## config.mk

```make
export PLATFORM = sky130hd
export DESIGN_NAME = frame_sequencer
export DESIGN_NICKNAME = d
export VERILOG_FILES = /design/src/rtl/frame_sequencer.sv
export SDC_FILE = /design/constraint.sdc
export NUM_CORES = 1
export LEC_CHECK = 0
export BUFFER_PORTS_ARGS = -buffer_cell sky130_fd_sc_hd__buf_2
export CAP_MARGIN = 20
export CORE_UTILIZATION = 55
export CTS_CLUSTER_SIZE = 24
export DETAILED_ROUTE_END_ITERATION = 12
export HOLD_SLACK_MARGIN = 0.03
export PLACE_DENSITY_LB_ADDON = 0.08
export SYNTH_ARGS = -nofsm -noshare
export SYNTH_HDL_FRONTEND = slang
export SYNTH_SLANG_ARGS = --single-unit
```

## constraint.sdc

```tcl
create_clock -name clk_i -period 6.1 [get_ports clk_i]
set_input_delay 0.305 -clock clk_i [delete_from_list [all_inputs] [get_ports clk_i]]
set_output_delay 0.305 -clock clk_i [all_outputs]
set_load 0.1 [all_outputs]
```

## src/rtl/frame_sequencer.sv

```systemverilog
// Frame sequencer: streams voxels to the shader array for rasterization, sweeps the
// palette for shading, then reads the shaded pixels back into the framebuffer.
module frame_sequencer #(
  parameter int COORD_BITS      = 8,
  parameter int PALETTE_BITS    = 8,
  parameter int PIXEL_BITS      = 8,
  parameter int ROW_BITS        = 8,
  parameter int COL_BITS        = 8,
  parameter int NUM_ROWS        = 4,
  parameter int NUM_COLS        = 4,
  parameter int VOXEL_ADDR_BITS = 8
) (
  input  logic                                  clk_i,
  input  logic                                  rst_i,
  input  logic                                  start_i,
  input  logic [VOXEL_ADDR_BITS-1:0]            num_voxels_i,
  output logic [VOXEL_ADDR_BITS-1:0]            voxel_addr_o,
  input  logic [3*COORD_BITS+PALETTE_BITS-1:0]  voxel_rdata_i,
  output logic [PALETTE_BITS-1:0]               palette_addr_o,
  input  logic [PIXEL_BITS-1:0]                 palette_rdata_i,
  output logic [COORD_BITS-1:0]                 voxel_x_o,
  output logic [COORD_BITS-1:0]                 voxel_y_o,
  output logic [COORD_BITS-1:0]                 voxel_z_o,
  output logic [PALETTE_BITS-1:0]               voxel_id_o,
  output logic [PIXEL_BITS-1:0]                 palette_entry_o,
  output logic                                  do_rasterize_o,
  output logic                                  do_shade_o,
  input  logic                                  rasterizing_done_i,
  input  logic                                  shading_done_i,
  output logic [ROW_BITS-1:0]                   row_o,
  output logic [COL_BITS-1:0]                   col_o,
  input  logic [PIXEL_BITS-1:0]                 pixel_i,
  output logic                                  fb_valid_o,
  input  logic                                  fb_ready_i,
  output logic [ROW_BITS+COL_BITS-1:0]          fb_addr_o,
  output logic [PIXEL_BITS-1:0]                 fb_data_o,
  output logic                                  busy_o,
  output logic                                  frame_done_o
);

  localparam int REC_W = 3*COORD_BITS + PALETTE_BITS;

  localparam logic [2:0] S_IDLE        = 3'd0;
  localparam logic [2:0] S_RAST_FETCH  = 3'd1;
  localparam logic [2:0] S_RASTERIZE   = 3'd2;
  localparam logic [2:0] S_SHADE_FETCH = 3'd3;
  localparam logic [2:0] S_SHADE       = 3'd4;
  localparam logic [2:0] S_RD_SET      = 3'd5;
  localparam logic [2:0] S_RD_WRITE    = 3'd6;
  localparam logic [2:0] S_DONE        = 3'd7;

  localparam logic [PALETTE_BITS:0] PAL_LAST = {1'b0, {PALETTE_BITS{1'b1}}};

  logic [2:0]                    state_q, state_d;
  logic [1:0]                    phase_q, phase_d;
  logic [1:0]                    pf_wait_q, pf_wait_d;
  logic [VOXEL_ADDR_BITS-1:0]    num_q, num_d;
  logic [VOXEL_ADDR_BITS-1:0]    vcnt_q, vcnt_d;
  logic [PALETTE_BITS:0]         pcnt_q, pcnt_d;
  logic [REC_W-1:0]              pf_vox_q, pf_vox_d;
  logic [PIXEL_BITS-1:0]         pf_pal_q, pf_pal_d;
  logic [VOXEL_ADDR_BITS-1:0]    vaddr_q, vaddr_d;
  logic [PALETTE_BITS-1:0]       paddr_q, paddr_d;
  logic [COORD_BITS-1:0]         vx_q, vx_d, vy_q, vy_d, vz_q, vz_d;
  logic [PALETTE_BITS-1:0]       vid_q, vid_d;
  logic [PIXEL_BITS-1:0]         pent_q, pent_d;
  logic                          do_rast_q, do_rast_d, do_shade_q, do_shade_d;
  logic [ROW_BITS-1:0]           row_q, row_d;
  logic [COL_BITS-1:0]           col_q, col_d;
  logic                          fb_valid_q, fb_valid_d;
  logic [ROW_BITS+COL_BITS-1:0]  fb_addr_q, fb_addr_d;
  logic [PIXEL_BITS-1:0]         fb_data_q, fb_data_d;
  logic                          busy_q, busy_d, fdone_q, fdone_d;

  // The prefetch read lands on rdata one cycle before it is latched; a done arriving
  // in that cycle takes the record straight from the RAM port.
  logic [REC_W-1:0]      vrec_nxt;
  logic [PIXEL_BITS-1:0] pal_nxt;
  logic                  pf_usable, last_vox, last_pal;

  assign vrec_nxt  = (pf_wait_q == 2'd1) ? voxel_rdata_i : pf_vox_q;
  assign pal_nxt   = (pf_wait_q == 2'd1) ? palette_rdata_i : pf_pal_q;
  assign pf_usable = (pf_wait_q != 2'd2);
  assign last_vox  = (vcnt_q == num_q - VOXEL_ADDR_BITS'(1));
  assign last_pal  = (pcnt_q == PAL_LAST);

  always_comb begin
    state_d    = state_q;
    phase_d    = phase_q;
    pf_wait_d  = (pf_wait_q != 2'd0) ? pf_wait_q - 2'd1 : 2'd0;
    num_d      = num_q;
    vcnt_d     = vcnt_q;
    pcnt_d     = pcnt_q;
    pf_vox_d   = pf_vox_q;
    pf_pal_d   = pf_pal_q;
    vaddr_d    = vaddr_q;
    paddr_d    = paddr_q;
    vx_d       = vx_q;
    vy_d       = vy_q;
    vz_d       = vz_q;
    vid_d      = vid_q;
    pent_d     = pent_q;
    do_rast_d  = do_rast_q;
    do_shade_d = do_shade_q;
    row_d      = row_q;
    col_d      = col_q;
    fb_valid_d = fb_valid_q;
    fb_addr_d  = fb_addr_q;
    fb_data_d  = fb_data_q;
    busy_d     = busy_q;
    fdone_d    = fdone_q;

    case (state_q)
      S_IDLE: begin
        if (start_i) begin
          num_d   = num_voxels_i;
          phase_d = 2'd0;
          busy_d  = 1'b1;
          if (num_voxels_i != '0) begin
            state_d = S_RAST_FETCH;
            vaddr_d = '0;
            vcnt_d  = '0;
          end else begin
            state_d = S_SHADE_FETCH;
            paddr_d = '0;
            pcnt_d  = '0;
          end
        end
      end
      S_RAST_FETCH: begin
        case (phase_q)
          2'd0: begin
            vaddr_d = VOXEL_ADDR_BITS'(1);
            phase_d = 2'd1;
          end
          2'd1: begin
            {vx_d, vy_d, vz_d, vid_d} = voxel_rdata_i;
            phase_d = 2'd2;
          end
          default: begin
            pf_vox_d  = voxel_rdata_i;
            do_rast_d = 1'b1;
            state_d   = S_RASTERIZE;
          end
        endcase
      end
      S_RASTERIZE: begin
        if (pf_wait_q == 2'd1) pf_vox_d = voxel_rdata_i;
        if (rasterizing_done_i) begin
          if (last_vox) begin
            do_rast_d = 1'b0;
            state_d   = S_SHADE_FETCH;
            paddr_d   = '0;
            pcnt_d    = '0;
            phase_d   = 2'd0;
          end else if (pf_usable) begin
            {vx_d, vy_d, vz_d, vid_d} = vrec_nxt;
            vcnt_d    = vcnt_q + VOXEL_ADDR_BITS'(1);
            vaddr_d   = vcnt_q + VOXEL_ADDR_BITS'(2);
            pf_wait_d = 2'd2;
          end
        end
      end
      S_SHADE_FETCH: begin
        case (phase_q)
          2'd0: begin
            paddr_d = PALETTE_BITS'(1);
            phase_d = 2'd1;
          end
          2'd1: begin
            pent_d  = palette_rdata_i;
            vid_d   = '0;
            phase_d = 2'd2;
          end
          default: begin
            pf_pal_d   = palette_rdata_i;
            do_shade_d = 1'b1;
            state_d    = S_SHADE;
          end
        endcase
      end
      S_SHADE: begin
        if (pf_wait_q == 2'd1) pf_pal_d = palette_rdata_i;
        if (shading_done_i) begin
          if (last_pal) begin
            do_shade_d = 1'b0;
            state_d    = S_RD_SET;
            row_d      = '0;
            col_d      = '0;
          end else if (pf_usable) begin
            pent_d    = pal_nxt;
            vid_d     = pcnt_q[PALETTE_BITS-1:0] + PALETTE_BITS'(1);
            pcnt_d    = pcnt_q + (PALETTE_BITS+1)'(1);
            paddr_d   = pcnt_q[PALETTE_BITS-1:0] + PALETTE_BITS'(2);
            pf_wait_d = 2'd2;
          end
        end
      end
      S_RD_SET: begin
        fb_data_d  = pixel_i;
        fb_addr_d  = {row_q, col_q};
        fb_valid_d = 1'b1;
        state_d    = S_RD_WRITE;
      end
      S_RD_WRITE: begin
        if (fb_ready_i) begin
          fb_valid_d = 1'b0;
          state_d    = S_RD_SET;
          if (col_q == COL_BITS'(NUM_COLS-1)) begin
            col_d = '0;
            if (row_q == ROW_BITS'(NUM_ROWS-1)) begin
              row_d   = '0;
              state_d = S_DONE;
              fdone_d = 1'b1;
            end else begin
              row_d = row_q + ROW_BITS'(1);
            end
          end else begin
            col_d = col_q + COL_BITS'(1);
          end
        end
      end
      default: begin
        fdone_d = 1'b0;
        busy_d  = 1'b0;
        state_d = S_IDLE;
      end
    endcase
  end

  always_ff @(posedge clk_i or posedge rst_i) begin
    if (rst_i) begin
      state_q    <= S_IDLE;
      phase_q    <= '0;
      pf_wait_q  <= '0;
      num_q      <= '0;
      vcnt_q     <= '0;
      pcnt_q     <= '0;
      pf_vox_q   <= '0;
      pf_pal_q   <= '0;
      vaddr_q    <= '0;
      paddr_q    <= '0;
      vx_q       <= '0;
      vy_q       <= '0;
      vz_q       <= '0;
      vid_q      <= '0;
      pent_q     <= '0;
      do_rast_q  <= 1'b0;
      do_shade_q <= 1'b0;
      row_q      <= '0;
      col_q      <= '0;
      fb_valid_q <= 1'b0;
      fb_addr_q  <= '0;
      fb_data_q  <= '0;
      busy_q     <= 1'b0;
      fdone_q    <= 1'b0;
    end else begin
      state_q    <= state_d;
      phase_q    <= phase_d;
      pf_wait_q  <= pf_wait_d;
      num_q      <= num_d;
      vcnt_q     <= vcnt_d;
      pcnt_q     <= pcnt_d;
      pf_vox_q   <= pf_vox_d;
      pf_pal_q   <= pf_pal_d;
      vaddr_q    <= vaddr_d;
      paddr_q    <= paddr_d;
      vx_q       <= vx_d;
      vy_q       <= vy_d;
      vz_q       <= vz_d;
      vid_q      <= vid_d;
      pent_q     <= pent_d;
      do_rast_q  <= do_rast_d;
      do_shade_q <= do_shade_d;
      row_q      <= row_d;
      col_q      <= col_d;
      fb_valid_q <= fb_valid_d;
      fb_addr_q  <= fb_addr_d;
      fb_data_q  <= fb_data_d;
      busy_q     <= busy_d;
      fdone_q    <= fdone_d;
    end
  end

  assign voxel_addr_o    = vaddr_q;
  assign palette_addr_o  = paddr_q;
  assign voxel_x_o       = vx_q;
  assign voxel_y_o       = vy_q;
  assign voxel_z_o       = vz_q;
  assign voxel_id_o      = vid_q;
  assign palette_entry_o = pent_q;
  assign do_rasterize_o  = do_rast_q;
  assign do_shade_o      = do_shade_q;
  assign row_o           = row_q;
  assign col_o           = col_q;
  assign fb_valid_o      = fb_valid_q;
  assign fb_addr_o       = fb_addr_q;
  assign fb_data_o       = fb_data_q;
  assign busy_o          = busy_q;
  assign frame_done_o    = fdone_q;

endmodule

```

==> metrics.md <==
| Metric | Value |
|---|---|
| RSZ-0062 raised after global routing | `false` |
| Worst slew margin | `0.386` |
| CTS Root Buffer Type | `clkbuf_16` |
| CTS tree | `done` |
| Most flops, register | `pf_vox_q` |
| Die Wd | `123 um` |
| Drt wl/cell | `16.7 um` |
| Largest register FFs | `32` |
| H-tree depth | `4` |
| Synth Cell Area | `8100 sq um` |
| Drt drc | `0` |
| Cell Count, Final, Fillers Out | `1111` |
| TritonRoute pass-1 iters | `5` |
| Fin Clk Skew | `0.00796 ns` |
| Clk sinks | `173` |
| Gate Count Post-Synth | `765` |
| Synth Area per Inst | `10.6 sq um` |
| ANT nets after route | `0` |
| R2R cell count | `12` |
| CP Data Arrival Time | `3.90 ns` |
| Critical Path Source Type | `register` |
| Die Ht | `123 um` |
| Total congestion overflow | `0` |
| Syn Nets | `835` |
| Register area | `4330 sq um` |
| EDFF count, synth | `0` |
| Core area | `14100 sq um` |
| Layout cells sized above 1 | `0.322` |
| Distinct cells, synth | `53` |
| Critical path class | `reg -> reg` |
| Initial core utilization | `0.573` |
| Area taken by multi-input logic gates | `3570 sq um` |
| First-pass GRT wire length | `30300 um` |
| Worst-Margin Slew | `0.914 ns` |
| I/O pins | `163` |
| Area growth syn-to-layout | `20.3%` |
| Endpoints failing hold | `0` |
| Cts bufs inserted | `17` |
| Deepest clock path buffer count | `2` |
| Commonest cells in the netlist | `dfrtp_1, nand2_1, mux2_2` |
| Largest net degree at the start of global routing | `92` |
| Max FO, Critical Path | `16` |
| Clock-pin slew on the worst setup and hold paths | `0.07 ns` |
| Tcrit/Tclk final | `0.586` |
| Post-Route WL | `18500 um` |
| Total vias in the final route | `6426` |
| Initial DRC Count | `541` |
| Share of the synthesized area in the top cell type | `0.534` |
| Number of global-route vias before repair | `6286` |
| WP data required | `6.43 ns` |
| Endpoints failing setup | `0` |
| Antenna violations before repair | `0` |
| Drt via density | `5.78` |
| FMAX | `280 MHz` |
| Die Footprint | `15200 sq um` |
| Port Buffer Count | `162` |
| Layout Nets | `988` |
| Worst hold-check path type | `in -> async` |
| Clock latency on the worst-skew pair | `0.42 ns` |
| CTS Hold Bufs | `0` |
| Gates resized, CTS repair | `0` |
| Cell count after placement | `1075` |
| Synthesis-stage register bit count | `173` |
| Element type at the critical path end | `register` |
| Post-DP HPWL | `12900 um` |
| Register area share after synthesis | `0.534` |
| Core Util, Final | `0.689` |
| Row cnt | `43` |
| Postcts setup bufs | `0` |
| Diode count | `0` |
| Status | `complete, no violations` |
| Final setup TNS | `0 ns` |
| Minimum clock period after layout | `3.57 ns` |
| Cell taking the most area after synthesis | `dfrtp_1` |
| Synth Flop Type | `dfrtp_1` |
| Most common cell in the netlist | `dfrtp_1` |
| Async S/R FF share, synth | `1.00` |
| Max-cap violations | `0` |
| Tot GR Track Use | `0.256` |
| Slew Viols, Final | `0` |
| Yosys warns | `0` |
| Routability Congestion | `0.885` |
| Fill cells | `1090` |
| Synth top area cells | `dfrtp_1, mux2_2, nand2_1` |
critical path, stage by stage, from the launching register on:
cell      delay, ns
dfrtp_1        0.47
ha_1           0.28
nand3_1        0.13
or2_2          0.36
nor2_1         0.13
ha_1           0.20
nand2_1        0.08
o21a_1         0.19
nor3_1         0.56
a21boi_1       0.28
buf_4          0.24
nand3_1        0.23
o31ai_1        0.33
worst paths after layout:
| check | start | to | slack [ns] |
|---|---|---|---|
| min in group clk_i | pixel_i[2] | fb_data_o[2] | 0.11 |
| min | rst_i | pf_vox_q[9] | 0.02 |
| max in group asynchronous | rst_i | voxel_addr_o[4] | 4.96 |
| max | pcnt_q[0] | row_o[7] | 2.53 |
| max reg2reg | pcnt_q[0] | row_o[7] | 2.53 |
| min reg2reg | fb_addr_o[1] | fb_addr_o[1] | 0.49 |
routing by layer:
metal | wire (um) | track usage
met1 | 8180 | 0.336
met2 | 8890 | 0.407
met5 | 0 | 0
met4 | 335 | 0.105
met3 | 1120 | 0.0627
placed cells by master (no fill, tap or decap), drive strengths merged, types with 8 or more instances in the layout:
| master | n |
|---|---|
| mux2 | 83 |
| o21ai | 55 |
| mux2i | 19 |
| a21oi | 21 |
| nand3 | 23 |
| xor2 | 13 |
| ha | 8 |
| nand2b | 9 |
| nor3 | 13 |
| xnor2 | 15 |
| a31oi | 31 |
| buf | 171 |
| nand2 | 108 |
| and3 | 10 |
| dfrtp | 173 |
| inv | 24 |
| nor2 | 55 |
| clkbuf | 20 |
logic make-up after synthesis:
group | count (synthesis) | share of synthesized area
AND/OR/NAND/NOR | 244 | 0.137
multiplexers | 102 | 0.139
XOR/XNOR | 28 | 0.0303
flip-flops | 173 | 0.534
buffers and inverters | 59 | 0.0276
adder cells (fa/ha/maj) | 8 | 0.0124
AO/OA/AOI/OAI | 151 | 0.120
metrics by stage:
step                      setup WS, ns  hold slack [ns]  cell area, sq um
after floorplan                   1.11            0.422              8100
after global placement            2.25            0.461              9060
after detailed placement          2.01            0.469              9060
after CTS                         1.97           0.0753              9690
after global routing              2.23           0.0935              9750
final                             2.53           0.0181              9750
layout make-up:
class / instances / share of cell area
Clock buffer: 20 / 0.0479
Clock inverter: 12 / 0.0162
Inverter: 22 / 0.00898
Multi-Input combinational cell: 533 / 0.366
Sequential cell: 173 / 0.444
Tap cell: 180 / 0.0231
Timing Repair Buffer: 171 / 0.0934
Power is not shown: default switching activity piles up to over one toggle a cycle in this logic, so the estimate is an artifact.
